$ cat src/rtl/watch_mode_controller.sv
// rtl/watch_mode_controller.sv - button debounce, mode sequencer and display scan for the watch/stopwatch pair
//
// Ports:
//   clk            system clock, rising edge
//   rst            asynchronous active-low reset
//   btn_mode       raw button: cycle CLOCK -> STOPWATCH -> SET_HOUR -> SET_MIN
//   btn_a          raw button: start/stop (stopwatch view), increment (set views)
//   btn_b          raw button: clear (stopped stopwatch), zero seconds (set views)
//   hour2..sec1    clock time digits (BCD, narrow tens digits)
//   min2_q..point1_q stopwatch digits (BCD, narrow tens digits)
//   start_stop     stopwatch run level
//   clear          one-cycle stopwatch clear pulse
//   hour_inc       one-cycle clock hour increment pulse
//   min_inc        one-cycle clock minute increment pulse
//   sec_zero       one-cycle clock seconds zero pulse
//   mode           0=CLOCK 1=STOPWATCH 2=SET_HOUR 3=SET_MIN
//   digit_sel      one-hot active digit, bit5 leftmost
//   digit_val      BCD of active digit, 4'hF blanks it
module watch_mode_controller #(
    parameter int DEBOUNCE_CYCLES = 500000,
    parameter int SCAN_CYCLES     = 50000,
    parameter int BLINK_CYCLES    = 12500000
) (
    input  logic       clk,
    input  logic       rst,
    input  logic       btn_mode,
    input  logic       btn_a,
    input  logic       btn_b,
    input  logic [1:0] hour2,
    input  logic [3:0] hour1,
    input  logic [2:0] min2,
    input  logic [3:0] min1,
    input  logic [2:0] sec2,
    input  logic [3:0] sec1,
    input  logic [2:0] min2_q,
    input  logic [3:0] min1_q,
    input  logic [2:0] sec2_q,
    input  logic [3:0] sec1_q,
    input  logic [3:0] point1_q,
    output logic       start_stop,
    output logic       clear,
    output logic       hour_inc,
    output logic       min_inc,
    output logic       sec_zero,
    output logic [1:0] mode,
    output logic [5:0] digit_sel,
    output logic [3:0] digit_val
);

    localparam int DB_W = (DEBOUNCE_CYCLES > 1) ? $clog2(DEBOUNCE_CYCLES) : 1;
    localparam int SC_W = (SCAN_CYCLES > 1) ? $clog2(SCAN_CYCLES) : 1;
    localparam int BL_W = (BLINK_CYCLES > 1) ? $clog2(BLINK_CYCLES) : 1;

    typedef enum logic [1:0] {
        CLOCK     = 2'd0,
        STOPWATCH = 2'd1,
        SET_HOUR  = 2'd2,
        SET_MIN   = 2'd3
    } mode_t;

    // Button vector ordering: bit0 = a, bit1 = b, bit2 = mode
    logic [2:0]      raw;
    logic [2:0]      sync1;
    logic [2:0]      sync2;
    logic [2:0]      accepted;
    logic [2:0]      accepted_d;
    logic [2:0]      press;
    logic [DB_W-1:0] db_cnt [3];

    assign raw = {btn_mode, btn_b, btn_a};

    // The counter only advances while the synchronized level disagrees with
    // the accepted level, so any glitch that returns early restarts it.
    always_ff @(posedge clk or negedge rst) begin
        if (!rst) begin
            sync1      <= '0;
            sync2      <= '0;
            accepted   <= '0;
            accepted_d <= '0;
            press      <= '0;
            for (int i = 0; i < 3; i++) begin
                db_cnt[i] <= '0;
            end
        end else begin
            sync1      <= raw;
            sync2      <= sync1;
            accepted_d <= accepted;
            press      <= accepted & ~accepted_d;
            for (int i = 0; i < 3; i++) begin
                if (sync2[i] != accepted[i]) begin
                    if (db_cnt[i] == DB_W'(DEBOUNCE_CYCLES - 1)) begin
                        accepted[i] <= sync2[i];
                        db_cnt[i]   <= '0;
                    end else begin
                        db_cnt[i] <= db_cnt[i] + DB_W'(1);
                    end
                end else begin
                    db_cnt[i] <= '0;
                end
            end
        end
    end

    mode_t state;
    mode_t state_next;
    logic  start_stop_next;
    logic  clear_next;
    logic  hour_inc_next;
    logic  min_inc_next;
    logic  sec_zero_next;

    // Priority: mode press swallows a/b in the same cycle; a swallows b.
    always_comb begin
        state_next      = state;
        start_stop_next = start_stop;
        clear_next      = 1'b0;
        hour_inc_next   = 1'b0;
        min_inc_next    = 1'b0;
        sec_zero_next   = 1'b0;
        if (press[2]) begin
            case (state)
                CLOCK:     state_next = STOPWATCH;
                STOPWATCH: state_next = SET_HOUR;
                SET_HOUR:  state_next = SET_MIN;
                default:   state_next = CLOCK;
            endcase
        end else if (press[0]) begin
            case (state)
                STOPWATCH: start_stop_next = ~start_stop;
                SET_HOUR:  hour_inc_next   = 1'b1;
                SET_MIN:   min_inc_next    = 1'b1;
                default:   ;
            endcase
        end else if (press[1]) begin
            case (state)
                STOPWATCH: clear_next    = ~start_stop;
                SET_HOUR:  sec_zero_next = 1'b1;
                SET_MIN:   sec_zero_next = 1'b1;
                default:   ;
            endcase
        end
    end

    logic [SC_W-1:0] scan_cnt;
    logic [SC_W-1:0] scan_cnt_next;
    logic [5:0]      sel_next;
    logic [BL_W-1:0] blink_cnt;
    logic [BL_W-1:0] blink_cnt_next;
    logic            blink_phase;
    logic            blink_phase_next;
    logic [3:0]      view_val;
    logic [3:0]      val_next;

    // digit_val is derived from the post-edge selection, mode and blink
    // phase so that value and select always change on the same edge.
    always_comb begin
        scan_cnt_next = scan_cnt + SC_W'(1);
        sel_next      = digit_sel;
        if (scan_cnt == SC_W'(SCAN_CYCLES - 1)) begin
            scan_cnt_next = '0;
            sel_next      = {digit_sel[0], digit_sel[5:1]};
        end

        blink_cnt_next   = blink_cnt + BL_W'(1);
        blink_phase_next = blink_phase;
        if (state_next != state) begin
            blink_cnt_next   = '0;
            blink_phase_next = 1'b1;
        end else if (blink_cnt == BL_W'(BLINK_CYCLES - 1)) begin
            blink_cnt_next   = '0;
            blink_phase_next = ~blink_phase;
        end

        view_val = 4'hF;
        if (state_next == STOPWATCH) begin
            case (sel_next)
                6'b100000: view_val = 4'hF;
                6'b010000: view_val = {1'b0, min2_q};
                6'b001000: view_val = min1_q;
                6'b000100: view_val = {1'b0, sec2_q};
                6'b000010: view_val = sec1_q;
                6'b000001: view_val = point1_q;
                default:   view_val = 4'hF;
            endcase
        end else begin
            case (sel_next)
                6'b100000: view_val = {2'b00, hour2};
                6'b010000: view_val = hour1;
                6'b001000: view_val = {1'b0, min2};
                6'b000100: view_val = min1;
                6'b000010: view_val = {1'b0, sec2};
                6'b000001: view_val = sec1;
                default:   view_val = 4'hF;
            endcase
        end

        val_next = view_val;
        if (!blink_phase_next) begin
            if (state_next == SET_HOUR && (sel_next[5] || sel_next[4])) begin
                val_next = 4'hF;
            end
            if (state_next == SET_MIN && (sel_next[3] || sel_next[2])) begin
                val_next = 4'hF;
            end
        end
    end

    always_ff @(posedge clk or negedge rst) begin
        if (!rst) begin
            state       <= CLOCK;
            start_stop  <= 1'b0;
            clear       <= 1'b0;
            hour_inc    <= 1'b0;
            min_inc     <= 1'b0;
            sec_zero    <= 1'b0;
            scan_cnt    <= '0;
            digit_sel   <= 6'b100000;
            digit_val   <= 4'h0;
            blink_cnt   <= '0;
            blink_phase <= 1'b1;
        end else begin
            state       <= state_next;
            start_stop  <= start_stop_next;
            clear       <= clear_next;
            hour_inc    <= hour_inc_next;
            min_inc     <= min_inc_next;
            sec_zero    <= sec_zero_next;
            scan_cnt    <= scan_cnt_next;
            digit_sel   <= sel_next;
            digit_val   <= val_next;
            blink_cnt   <= blink_cnt_next;
            blink_phase <= blink_phase_next;
        end
    end

    assign mode = state;

endmodule

$ cat config.mk
export PLATFORM = sky130hd
export DESIGN_NAME = watch_mode_controller
export DESIGN_NICKNAME = d
export VERILOG_FILES = /design/src/rtl/watch_mode_controller.sv
export SDC_FILE = /design/constraint.sdc
export NUM_CORES = 1
export LEC_CHECK = 0
export CORE_MARGIN = 2
export CORE_UTILIZATION = 45
export DETAILED_ROUTE_END_ITERATION = 10
export PLACE_DENSITY = 0.66
export SYNTH_ARGS = -nofsm -noshare
export SYNTH_HDL_FRONTEND = slang
export SYNTH_SLANG_ARGS = --single-unit
$ cat constraint.sdc
create_clock -name clk -period 7.2 [get_ports clk]
set_input_delay 1.44 -clock clk [delete_from_list [all_inputs] [get_ports clk]]
set_output_delay 1.44 -clock clk [all_outputs]
set_load 0.05 [all_outputs]
==> flow_summary.yaml <==
hold_path:
  hold_depth: 0
  hold_path.class: "register to register"
  hold_start: "sync1[1]"
  hold_end: "sync2[1]"
floorplanning:
  rows: 43
  core-area_um2: 13830
  io_pins: 60
  die-area_um2: 15050
  die_w_um: 122.7
  die_h_um: 122.7
  initial_core_util_pct: 45.84
timing:
  period_share_pct: 46.33
  relSlewSlack_pct: 45.13
  setup_viol: 0
  max_freq_ghz: 0.2998
  slew_viol_final: 0
  finClkSkew_ns: 0.006705
  hold_viol_final: 0
  fin_tns_setup_ns: 0
  timing.final.crit_period_ns: 3.336
  rsz0062_at_grt: "no"
  tightestPinTransition_ns: 0.8230
synthesis:
  synth_compound_area_share_pct: 5.468
  ys_seq_area_share_pct: 51.36
  synth_edf_count: 0
  synth_top_family_by_area: "simple AND/OR/NAND/NOR gates"
  ys.warnings.count: 0
  synth-seq-cells: 130
  synthesis.nets: 683
  ys_types: 53
  synth_area_um2: 6339
  synth_xor_xnor_area_share_pct: 12.02
  syn_inst: 631
  async_flop_share_pct: 100.0
  avgSynthCellArea_um2: 10.05
  muxShareOfSynthArea_pct: 2.645
  synthAdderAreaFrac_pct: 1.934
  ys.flop_type: "dfrtp_1"
  synth-simple-area-share_pct: 24.48
global_routing:
  antenna_found_initial: 0
  grt_start_max_net_pins: 67
  grt_pass1_vias: 4710
  grt_pass1_wl_um: 21850
  grt.overflow.total: 0
  track_usage_pct: 18.41
clocking:
  numCtsBuffers: 17
  clkTransAtPathRegs_ns: 0.06
  clk_latency_ns: 0.42
  ctsHoldBuffers: 0
  cts_setup_buffers: 0
  cts_tree: "done"
  clockBufferDepth: 2
  htree_num_levels: 4
  cts_sinks: 130
  cts_resized: 0
  root_buffer: "clkbuf_16"
power_and_ir_drop:
  p_per_area_nw_per_um2: 216.9
  peakVddDrop_uv: 153.4
  power_mw: 1.668
  power.leakage_nw: 3.265
detailed_routing:
  vias: 4690
  drcViolationCount: 0
  finalWirelength_um: 12890
  firstDrtPassIters: 4
  drt_iter0_markers: 260
  wl_per_cell_um: 14.58
  viasPerCell: 5.305
  ant_nets: 0
worst_setup_path:
  critPathBufInv: 1
  worstRegToRegCells: 7
  arrival_ns: 1.90
  setup.worst_path.class: "register to primary output"
  worstSetupEndpointType: "primary output"
  reg2reg_slack_ns: 4.22
  crit_chain: "clkdlybuf4s50_1"
  worst_path_largest_cell_delay_ns: 0.85
  r2r-end: "digit_val[0]"
  crit_family: "buffers and inverters"
  r2r_start: "scan_cnt[10]"
  cp_slowest_cell: "clkdlybuf4s50_1"
  cp.required_ns: 5.76
  path_depth: 1
  worst_setup_path_start_kind: "register"
  crit_fanout: 10
finish:
  antennaDiodeCount: 0
  drive_gt1_share_pct: 6.818
  nNetsFinal: 744
  areaGrowthSynthToFinish_pct: 21.32
placed_design:
  place.gp.congestion: 0.9170
  dp_hpwl_um: 8779
  io_buffers: 59
status:
  status: "complete, no violations"
run:
  max-cap-violations: 0
[final cells by class]
class                      count  area (µm²)
fill                        1160        6137
sequential                   130        3256
multi-input combinational    468        2950
timing repair buffer          61       603.1
clock buffer                  21       470.5
tap                          180       225.2
clock inverter                10       132.6
inverter                      14       52.55
[power by group]
group	internal [mW]	total, mW	switching (mW)
logic	0.0256	0.0526	0.0270
registers	0.737	0.742	0.00532
clock network	0.567	0.873	0.306
total	1.33	1.67	0.338
[flip-flops by register name, indices dropped and copies added (netlist names)]
name         count
scan_cnt        16
hour_inc         1
min_inc          1
db_cnt          57
sync2            3
accepted_d       3
accepted         3
sec_zero         1
blink_phase      1
start_stop       1
digit_val        4
clear            1
blink_cnt       24
press            3
digit_sel        6
sync1            3
mode             2
[cell families (layout without fill, tap and decap cells)]
kind of cell               count (synthesis)  count (layout)
and+or+nand+nor                          307             307
AOI/OAI and AO/OA                         48              48
DFF                                      130             130
adders and majority gates                 10              10
xor gates and xnor gates                  87              87
buffers and inverters                     33             106
muxes                                     16              16
[cell usage after synthesis, types with 3 or more instances]
| cell type | instances | area, µm² |
|---|---|---|
| nor4b_1 | 3 | 26.28 |
| nor4bb_1 | 3 | 30.03 |
| clkbuf_1 | 15 | 56.30 |
| or3_1 | 6 | 37.54 |
| nor3_1 | 12 | 60.06 |
| a2111oi_0 | 4 | 35.03 |
| mux2_2 | 5 | 56.30 |
| nor4_1 | 7 | 43.79 |
| and3_1 | 13 | 81.33 |
| xor2_1 | 47 | 411.6 |
| a31oi_1 | 3 | 18.77 |
| nand3b_1 | 3 | 22.52 |
| a222oi_1 | 4 | 40.04 |
| ha_1 | 9 | 112.6 |
| nor2_1 | 115 | 431.7 |
| or2_2 | 3 | 18.77 |
| dfrtp_1 | 128 | 3203 |
| o21ai_0 | 10 | 50.05 |
| inv_1 | 14 | 52.55 |
| nand4_1 | 22 | 137.6 |
| and4_1 | 12 | 105.1 |
| and2_1 | 5 | 31.28 |
| nand3_1 | 33 | 165.2 |
| nand2_1 | 48 | 180.2 |
| xnor2_1 | 40 | 350.3 |
| a21oi_1 | 9 | 45.04 |
| nand2b_1 | 3 | 18.77 |
| mux2i_1 | 10 | 100.1 |
| a22o_1 | 7 | 61.31 |
| nor2b_1 | 8 | 50.05 |
[how the worst max path moves through the flow]
stage	start	slack (ns)	end
after floorplan	scan_cnt[10]	4.73	digit_val[1]
after global placement	rst	4.23	db_cnt[17]
after detailed placement	rst	4.19	db_cnt[16]
after CTS	digit_sel[5]	3.84	digit_sel[5]
after global routing	digit_sel[5]	3.81	digit_sel[5]
final	digit_sel[5]	3.86	digit_sel[5]
[through the flow]
| stage | area [µm²] | setup slack, ns | hold slack [ns] | std cells | util (%) |
|---|---|---|---|---|---|
| 6_report | 7690 | 3.864 | 0.3539 | 884 | 55.61 |
| 5_1_grt | 7690 | 3.807 | 0.3650 | 884 | 55.61 |
| 4_1_cts | 7690 | 3.840 | 0.3570 | 884 | 55.61 |
| 3_5_place_dp | 7087 | 4.190 | 0.3464 | 853 | 51.25 |
| 3_3_place_gp | 7087 | 4.235 | 0.3356 | 853 | 51.25 |
| 2_1_floorplan | 6339 | 4.729 | 0.3312 | 631 | - |
[layout by cell type (no fill, tap or decap), types with 4 or more instances in the layout]
master	instances
a2111oi_0	4
a21oi_1	9
a222oi_1	4
a22o_1	7
and2_1	5
and3_1	13
and4_1	12
clkbuf_16	17
clkdlybuf4s50_1	58
clkinv_2	4
dfrtp_1	128
ha_1	9
inv_1	14
mux2_2	5
mux2i_1	10
nand2_1	48
nand3_1	33
nand4_1	22
nor2_1	115
nor2b_1	8
nor3_1	12
nor4_1	7
o21ai_0	10
or3_1	6
xnor2_1	40
xor2_1	47
[layer usage]
layer  part of all wire [%]  up-vias  track usage [%]
met2                     47      101            29.73
met4                    2.0        0            7.328
met1                     46     2246            23.49
li1                       -     2318                -
met5                      0        -                0
met3                    4.9       25            5.019
Note: power is estimated with default switching activity, not from simulation.
